### src/rtl/io_switch_led.sv
// -----------------------------------------------------------------------------
// io_switch_led
//   Memory-mapped switch/LED peripheral sitting behind the MemOrIO stage.
//   Holds a 24-bit LED register written through two 16-bit windows, and
//   synchronises + debounces 24 raw board switches into a stable register
//   that can be read back through two 16-bit windows. LED contents are also
//   readable. Strobes to unmapped addresses raise a one-cycle addr_err pulse.
//
// Ports
//   clk        in   1   system clock, rising edge
//   rst_n      in   1   asynchronous active-low reset
//   led_ctrl   in   1   LED chip select (write strobe)
//   sw_ctrl    in   1   switch chip select (read strobe)
//   io_addr    in   32  data address
//   io_wdata   in   16  low 16 bits of write data
//   sw_in      in   24  raw asynchronous board switches
//   io_rdata   out  16  combinational read data
//   led_out    out  24  LED drive register
//   sw_changed out  1   one-cycle pulse when the debounced value updates
//   addr_err   out  1   registered one-cycle pulse on unmapped access
// -----------------------------------------------------------------------------
module io_switch_led #(
    parameter int          DB_LIMIT    = 1_000_000,
    parameter int          DB_CNT_W    = 20,
    parameter logic [31:0] LED_LO_ADDR = 32'hFFFF_FC60,
    parameter logic [31:0] LED_HI_ADDR = 32'hFFFF_FC62,
    parameter logic [31:0] SW_LO_ADDR  = 32'hFFFF_FC70,
    parameter logic [31:0] SW_HI_ADDR  = 32'hFFFF_FC72
) (
    input  logic        clk,
    input  logic        rst_n,
    input  logic        led_ctrl,
    input  logic        sw_ctrl,
    input  logic [31:0] io_addr,
    input  logic [15:0] io_wdata,
    input  logic [23:0] sw_in,
    output logic [15:0] io_rdata,
    output logic [23:0] led_out,
    output logic        sw_changed,
    output logic        addr_err
);

    // Terminal count: the counter rests here once the candidate has been
    // steady for DB_LIMIT cycles.
    localparam logic [DB_CNT_W-1:0] CNT_MAX = DB_CNT_W'(DB_LIMIT - 1);
    localparam logic [DB_CNT_W-1:0] CNT_ONE = DB_CNT_W'(1);

    logic [23:0]         sync1_r;
    logic [23:0]         sync2_r;
    logic [23:0]         cand_r;
    logic [23:0]         sw_stable_r;
    logic [DB_CNT_W-1:0] cnt_r;

    logic                led_lo_hit_s;
    logic                led_hi_hit_s;
    logic                wr_hit_s;
    logic                rd_hit_s;
    logic [15:0]         rdata_s;

    // Write-side address decode: only the two LED windows are writable.
    always_comb begin
        led_lo_hit_s = (io_addr == LED_LO_ADDR);
        led_hi_hit_s = (io_addr == LED_HI_ADDR);
        wr_hit_s     = led_lo_hit_s | led_hi_hit_s;
    end

    // Read mux: switches and LEDs are both readable; upper byte windows
    // return zero-extended 8-bit values.
    always_comb begin
        rdata_s  = 16'h0000;
        rd_hit_s = 1'b0;
        if (sw_ctrl) begin
            case (io_addr)
                SW_LO_ADDR: begin
                    rdata_s  = sw_stable_r[15:0];
                    rd_hit_s = 1'b1;
                end
                SW_HI_ADDR: begin
                    rdata_s  = {8'h00, sw_stable_r[23:16]};
                    rd_hit_s = 1'b1;
                end
                LED_LO_ADDR: begin
                    rdata_s  = led_out[15:0];
                    rd_hit_s = 1'b1;
                end
                LED_HI_ADDR: begin
                    rdata_s  = {8'h00, led_out[23:16]};
                    rd_hit_s = 1'b1;
                end
                default: begin
                    rdata_s  = 16'h0000;
                    rd_hit_s = 1'b0;
                end
            endcase
        end else begin
            rdata_s  = 16'h0000;
            rd_hit_s = 1'b0;
        end
    end

    assign io_rdata = rdata_s;

    // LED register: a same-cycle read still sees the old value because the
    // read mux is driven from this register, not from io_wdata.
    always_ff @(posedge clk or negedge rst_n) begin
        if (!rst_n) begin
            led_out <= 24'h00_0000;
        end else if (led_ctrl) begin
            if (led_lo_hit_s) begin
                led_out[15:0] <= io_wdata;
            end else if (led_hi_hit_s) begin
                led_out[23:16] <= io_wdata[7:0];
            end
        end
    end

    // Unmapped-access flag: either strobe missing its windows raises a pulse.
    always_ff @(posedge clk or negedge rst_n) begin
        if (!rst_n) begin
            addr_err <= 1'b0;
        end else begin
            addr_err <= (led_ctrl & ~wr_hit_s) | (sw_ctrl & ~rd_hit_s);
        end
    end

    // Two-flop synchroniser followed by a whole-vector debouncer: any bit
    // change in the synchronised value restarts the stability count.
    always_ff @(posedge clk or negedge rst_n) begin
        if (!rst_n) begin
            sync1_r     <= 24'h00_0000;
            sync2_r     <= 24'h00_0000;
            cand_r      <= 24'h00_0000;
            sw_stable_r <= 24'h00_0000;
            cnt_r       <= '0;
            sw_changed  <= 1'b0;
        end else begin
            sync1_r    <= sw_in;
            sync2_r    <= sync1_r;
            sw_changed <= 1'b0;
            if (sync2_r != cand_r) begin
                cand_r <= sync2_r;
                cnt_r  <= '0;
            end else if (cnt_r < CNT_MAX) begin
                cnt_r <= cnt_r + CNT_ONE;
            end else if (sw_stable_r != cand_r) begin
                // Counter saturated: candidate has been steady long enough.
                sw_stable_r <= cand_r;
                sw_changed  <= 1'b1;
            end
        end
    end

endmodule

### config.mk
export PLATFORM = sky130hd
export DESIGN_NAME = io_switch_led
export DESIGN_NICKNAME = d
export VERILOG_FILES = /design/src/rtl/io_switch_led.sv
export SDC_FILE = /design/constraint.sdc
export NUM_CORES = 1
export LEC_CHECK = 0
export CAP_MARGIN = 20
export CORE_MARGIN = 2
export CORE_UTILIZATION = 37
export CTS_CLUSTER_SIZE = 28
export DETAILED_ROUTE_END_ITERATION = 12
export SKIP_LAST_GASP = 1
export SYNTH_ARGS = -nofsm -noshare
export SYNTH_HDL_FRONTEND = slang
export SYNTH_SLANG_ARGS = --single-unit
### constraint.sdc
create_clock -name clk -period 7 [get_ports clk]
set_clock_uncertainty 0.15 [all_clocks]
set_input_delay 2.1 -clock clk [delete_from_list [all_inputs] [get_ports clk]]
set_output_delay 2.1 -clock clk [all_outputs]
set_load 0.01 [all_outputs]
# Word-level counts from Yosys, hierarchy flattened
# Cells that the tools add are included.
[op_classes]
addsub = 1
mul = 0
div_mod_pow = 0
order_cmp = 1
eq_ne = 6
shift = 0
muxes = 9
n_bitwise = 9
n_reduce_logical = 5
[op_table]
columns = ["cell", "n"]
rows = [
  ["$eq A32 B32 Y1 const B", 4],
  ["$pmux W16 S4", 1],
  ["$ne A24 B24 Y1", 2],
  ["$mux W20", 2],
  ["$add A20 B1 Y20 const B", 1],
  ["$lt A20 B20 Y1 const B", 1],
  ["$mux W16", 1],
  ["$reduce_and A3 Y1", 2],
  ["$mux W1", 5],
  ["$not A1 Y1", 5],
  ["$reduce_or A4 Y1", 1],
  ["$and A1 B1 Y1", 2],
  ["$or A1 B1 Y1", 2],
  ["$reduce_and A2 Y1", 1],
  ["$reduce_bool A2 Y1", 1],
]
[totals]
reg_bits = 142
latch_bits = 0
ram_bits = 0
rom_bits = 0
output_inout_bits = 42
elab_cells = 40
memories = 0

# Logic depth before layout (Yosys ltp)
[depth]
depth_word = 7
depth_mapped = 8
mapped_depth_nobuf = 7

# Least setup slack after synthesis
# OpenSTA, ideal clock, no wires.
[synth_timing]
kind = "input-to-output"
startpoint = "input io_addr[0]"
endpoint = "output io_rdata[10]"
t_arrival_ns = 3.866
path_slack_ns = 0.884
cell_stages = 6
path_buffers = 1
path_cell_list = "or4_4 > nor4_4 > nand3_1 > or2_2 > clkbuf_1 > nor2_1"
[synth_via]
elab_chain_cells = 3
[synth_rtl]
columns = ["item", "line_no", "text"]
rows = [
  ["start, declared", "34", "input logic [31:0] io_addr,"],
  ["$eq A32 B32 Y1", "73", "case (io_addr)"],
  ["$pmux W16 S4 *", "73", ""],
  ["$mux W16 *", "72", "if (sw_ctrl) begin"],
  ["end, declared", "37", "output logic [15:0] io_rdata,"],
]
# Mark *: on every way between the ends. The rest lies on a longest branch, timed or not.

# Final worst setup path
[layout_timing]
startpoint = "input io_addr[0]"
endpoint = "output io_rdata[8]"
# Same word-level chain as after synthesis.

==> results.md <==
- Fillers: 1346
- # hold bufs at CTS: 0
- I/O pin count: 118
- Final setup TNS: 0 ns
- Yosys warns: 0
- Drt first pass iters: 4
- CTS resizes: 0
- Initial Util: 38.19%
- PD cells: 239.1 nW/um2
- NumNets Final: 614
- Vias per cell: 4.784
- Post-DRT Antenna Nets: 0
- Area share of the largest cell type after synthesis: 60.75%
- GRT Total Usage: 15.85%
- Die W: 129.7 um
- Pre-CTS setup slack: 0.07391 ns
- Critical path class: in -> out
- Adder-Cell Fraction of Synth Area: 0.2139%
- Cell taking the most area after synthesis: dfrtp_1
- Mux contribution to synthesized area: 13.13%
- Fin cells: 761
- Area grow syn2layout: 33.67%
- Crit-path max FO: 8
- Synth unique cells: 43
- Syn avg cell area: 13.63 um2
- Fmax: 147.8 MHz
- Hold/Removal Path Class: reg -> reg
- Worst path cell trace: clkdlybuf4s50_1 -> or4_4 -> nor4_4 -> nand3_1 -> or2_2 -> nor2_1 -> clkdlybuf4s50_1
- Endpoints failing setup: 0
- Crit path time final: 6.767 ns
- Fraction of layout cells with a size suffix above 1: 19.09%
- Largest net degree at the start of global routing: 91
- Pleak: 3.309 nW
- Maxcap violations: 0
- Routed WL per cell: 16.64 um
- Post-Synth XOR/XNOR Area: 9.283%
- Post-route setup slack: 0.2327 ns
- Worst setup EP type: output port
- Post-synthesis compound-gate area fraction: 2.717%
- Post-synth EDFFs: 0
- GP Congestion: 0.8031
- CTS root buffer: clkbuf_16
- Core area: 15310 um2
- Unrepaired setup endpoints after global routing: false
- Clk_lat worst skew: 0.41 ns
- Top post-synthesis cells by area: dfrtp_1, mux2_2, xor2_1
- Vias: 3641
- Slew headroom: 36.82%
- CP Launch Type: input pin
- CTS H-tree depth: 4
- Cell Count Post-Placement: 728
- Worst-Margin Slew: 0.9447 ns
- Worst VDD drop: 140.2 uV
- TritonCTS clock tree: built
- Most used cell, CP: clkdlybuf4s50_1
- Commonest cells post-synth: dfrtp_1, mux2_2, xor2_1
- Vias in the first global route: 3816
- Clock buffer count from CTS: 17
- Synthesized area: 5849 um2
- Primary FF master, synth: dfrtp_1
- Drt drc: 0
- Placed cell area: 7169 um2
- Synth Net Count: 506
- Req. time, crit path: 4.75 ns
- Register area share after synthesis: 60.75%
- Die Height: 129.7 um
- Syn Inst Count: 429
- Final instance area: 7819 um2
- Status: finished, final reports clean
- Clk buf depth: 2
- N_diodes: 0
- Synthesized flop and latch total: 142
- Final Hold Viols: 0
- Max stage delay on crit path: 0.56 ns
- Pwr Total: 1.870 mW
- Die area: 16830 um2
- Grt total ovfl: 0
- Ys async rst share: 100.0%
- Max Slew Vio Count: 0
- Rows: 45
- Clk sinks: 142
- Detail Placement HPWL: 9.288 mm
- CP max stage cell: or4_4
- Detailed Route Iter0 Violations: 141
- Cell with the most instances after synthesis: dfrtp_1
- I/O Buffers: 117
- Final worst path period share: 96.68%
- First-pass GRT wire length: 20.00 mm
- Routed wire length: 12.66 mm
- Main combinational cell family by area after synthesis: multiplexers
- Crit path arrival time: 4.52 ns
- Postcts setup bufs: 0
- Initial antenna violation count: 0
- Synth Area in Simple Gates: 10.95%
- Clock transition at path regs: 0.06 ns
## critical path, delay by kind of cell
kind          cells  cell delay (ns)
simple gates      5             1.43
buf+inv           2             0.98
## final timing paths
| check | from | endpoint | slack [ns] | cells after the start |
|---|---|---|---|---|
| hold / removal | sync1_r[3]$_DFF_PN0_ | sync2_r[3]$_DFF_PN0_ | 0.19 | 0 |
| max in group asynchronous | rst_n | sw_stable_r[14]$_DFFE_PN0P_ | 3.93 | 2 |
| setup / recovery | io_addr[0] | io_rdata[8] | 0.23 | 7 |
| min in group asynchronous | rst_n | sync2_r[17]$_DFF_PN0_ | 1.62 | 1 |
| setup reg to reg | cand_r[10]$_DFFE_PN0N_ | sw_stable_r[0]$_DFFE_PN0P_ | 3.61 | 7 |
| hold reg to reg | sync1_r[3]$_DFF_PN0_ | sync2_r[3]$_DFF_PN0_ | 0.19 | 0 |
## report_power, final
part	total (mW)	switching, mW	leakage (nW)	internal [mW]
Sequential	0.858	0.0153	1.81	0.843
Combinational	0.0877	0.0350	1.20	0.0527
Clock	0.924	0.344	0.299	0.580
Total	1.87	0.394	3.31	1.48
## through the flow
step	utilization [%]	hold WS, ns
global route	51.05	0.1986
detailed placement	46.81	0.1847
floorplan	-	0.1812
finish	51.05	0.1919
CTS	50.84	0.1951
global placement	46.81	0.1831
## metal layers
metal  track usage [%]  vias up  share of wire (%)
li1                  -     1696                  -
met1             19.94     1803                 43
met2             25.65      129                 48
met3             4.715       13                7.4
met4             6.705        0                1.5
met5                 0        -                  0
## cells by family (layout without fill, tap and decap cells)
group / count (synthesis) / count (layout)
XOR/XNOR: 62 / 62
AND/OR/NAND/NOR: 107 / 107
buffers and inverters: 38 / 159
adder cells (fa/ha/maj): 1 / 1
AO/OA/AOI/OAI: 22 / 22
flip-flops: 142 / 142
multiplexers: 57 / 57
## area by class of cell
class | instances | area [um2] | area share (%)
clock buffer | 19 | 452.9 | 5.793
clock inverter | 13 | 163.9 | 2.096
inverter | 3 | 11.26 | 0.1440
multi-input combinational | 249 | 2128 | 27.22
sequential | 142 | 3553 | 45.45
tap | 211 | 264.0 | 3.377
timing repair buffer | 124 | 1245 | 15.92
## cell usage in the layout, fill, tap and decap left out, types with 4 or more instances in the layout
master | netlist | layout
mux2_4 | 10 | 10
nor4_1 | 10 | 10
nand2_1 | 9 | 9
nor2_1 | 30 | 30
clkinv_4 | 0 | 4
and3_1 | 6 | 6
mux2_2 | 37 | 37
nor2b_1 | 8 | 8
clkdlybuf4s50_1 | 0 | 116
xor2_1 | 33 | 33
dfrtp_1 | 142 | 142
nand4_1 | 16 | 16
mux4_2 | 8 | 8
nand3_1 | 7 | 7
xnor2_1 | 29 | 29
a22oi_1 | 8 | 8
buf_4 | 1 | 6
clkbuf_16 | 0 | 17
## registers in the layout (all words and copies together) (netlist names)
register and cells:
sync1_r 24, sw_changed 1, cnt_r 20, sw_stable_r 24, addr_err 1, led_out 24
sync2_r 24, cand_r 24
(Power assumes the default switching activity.)
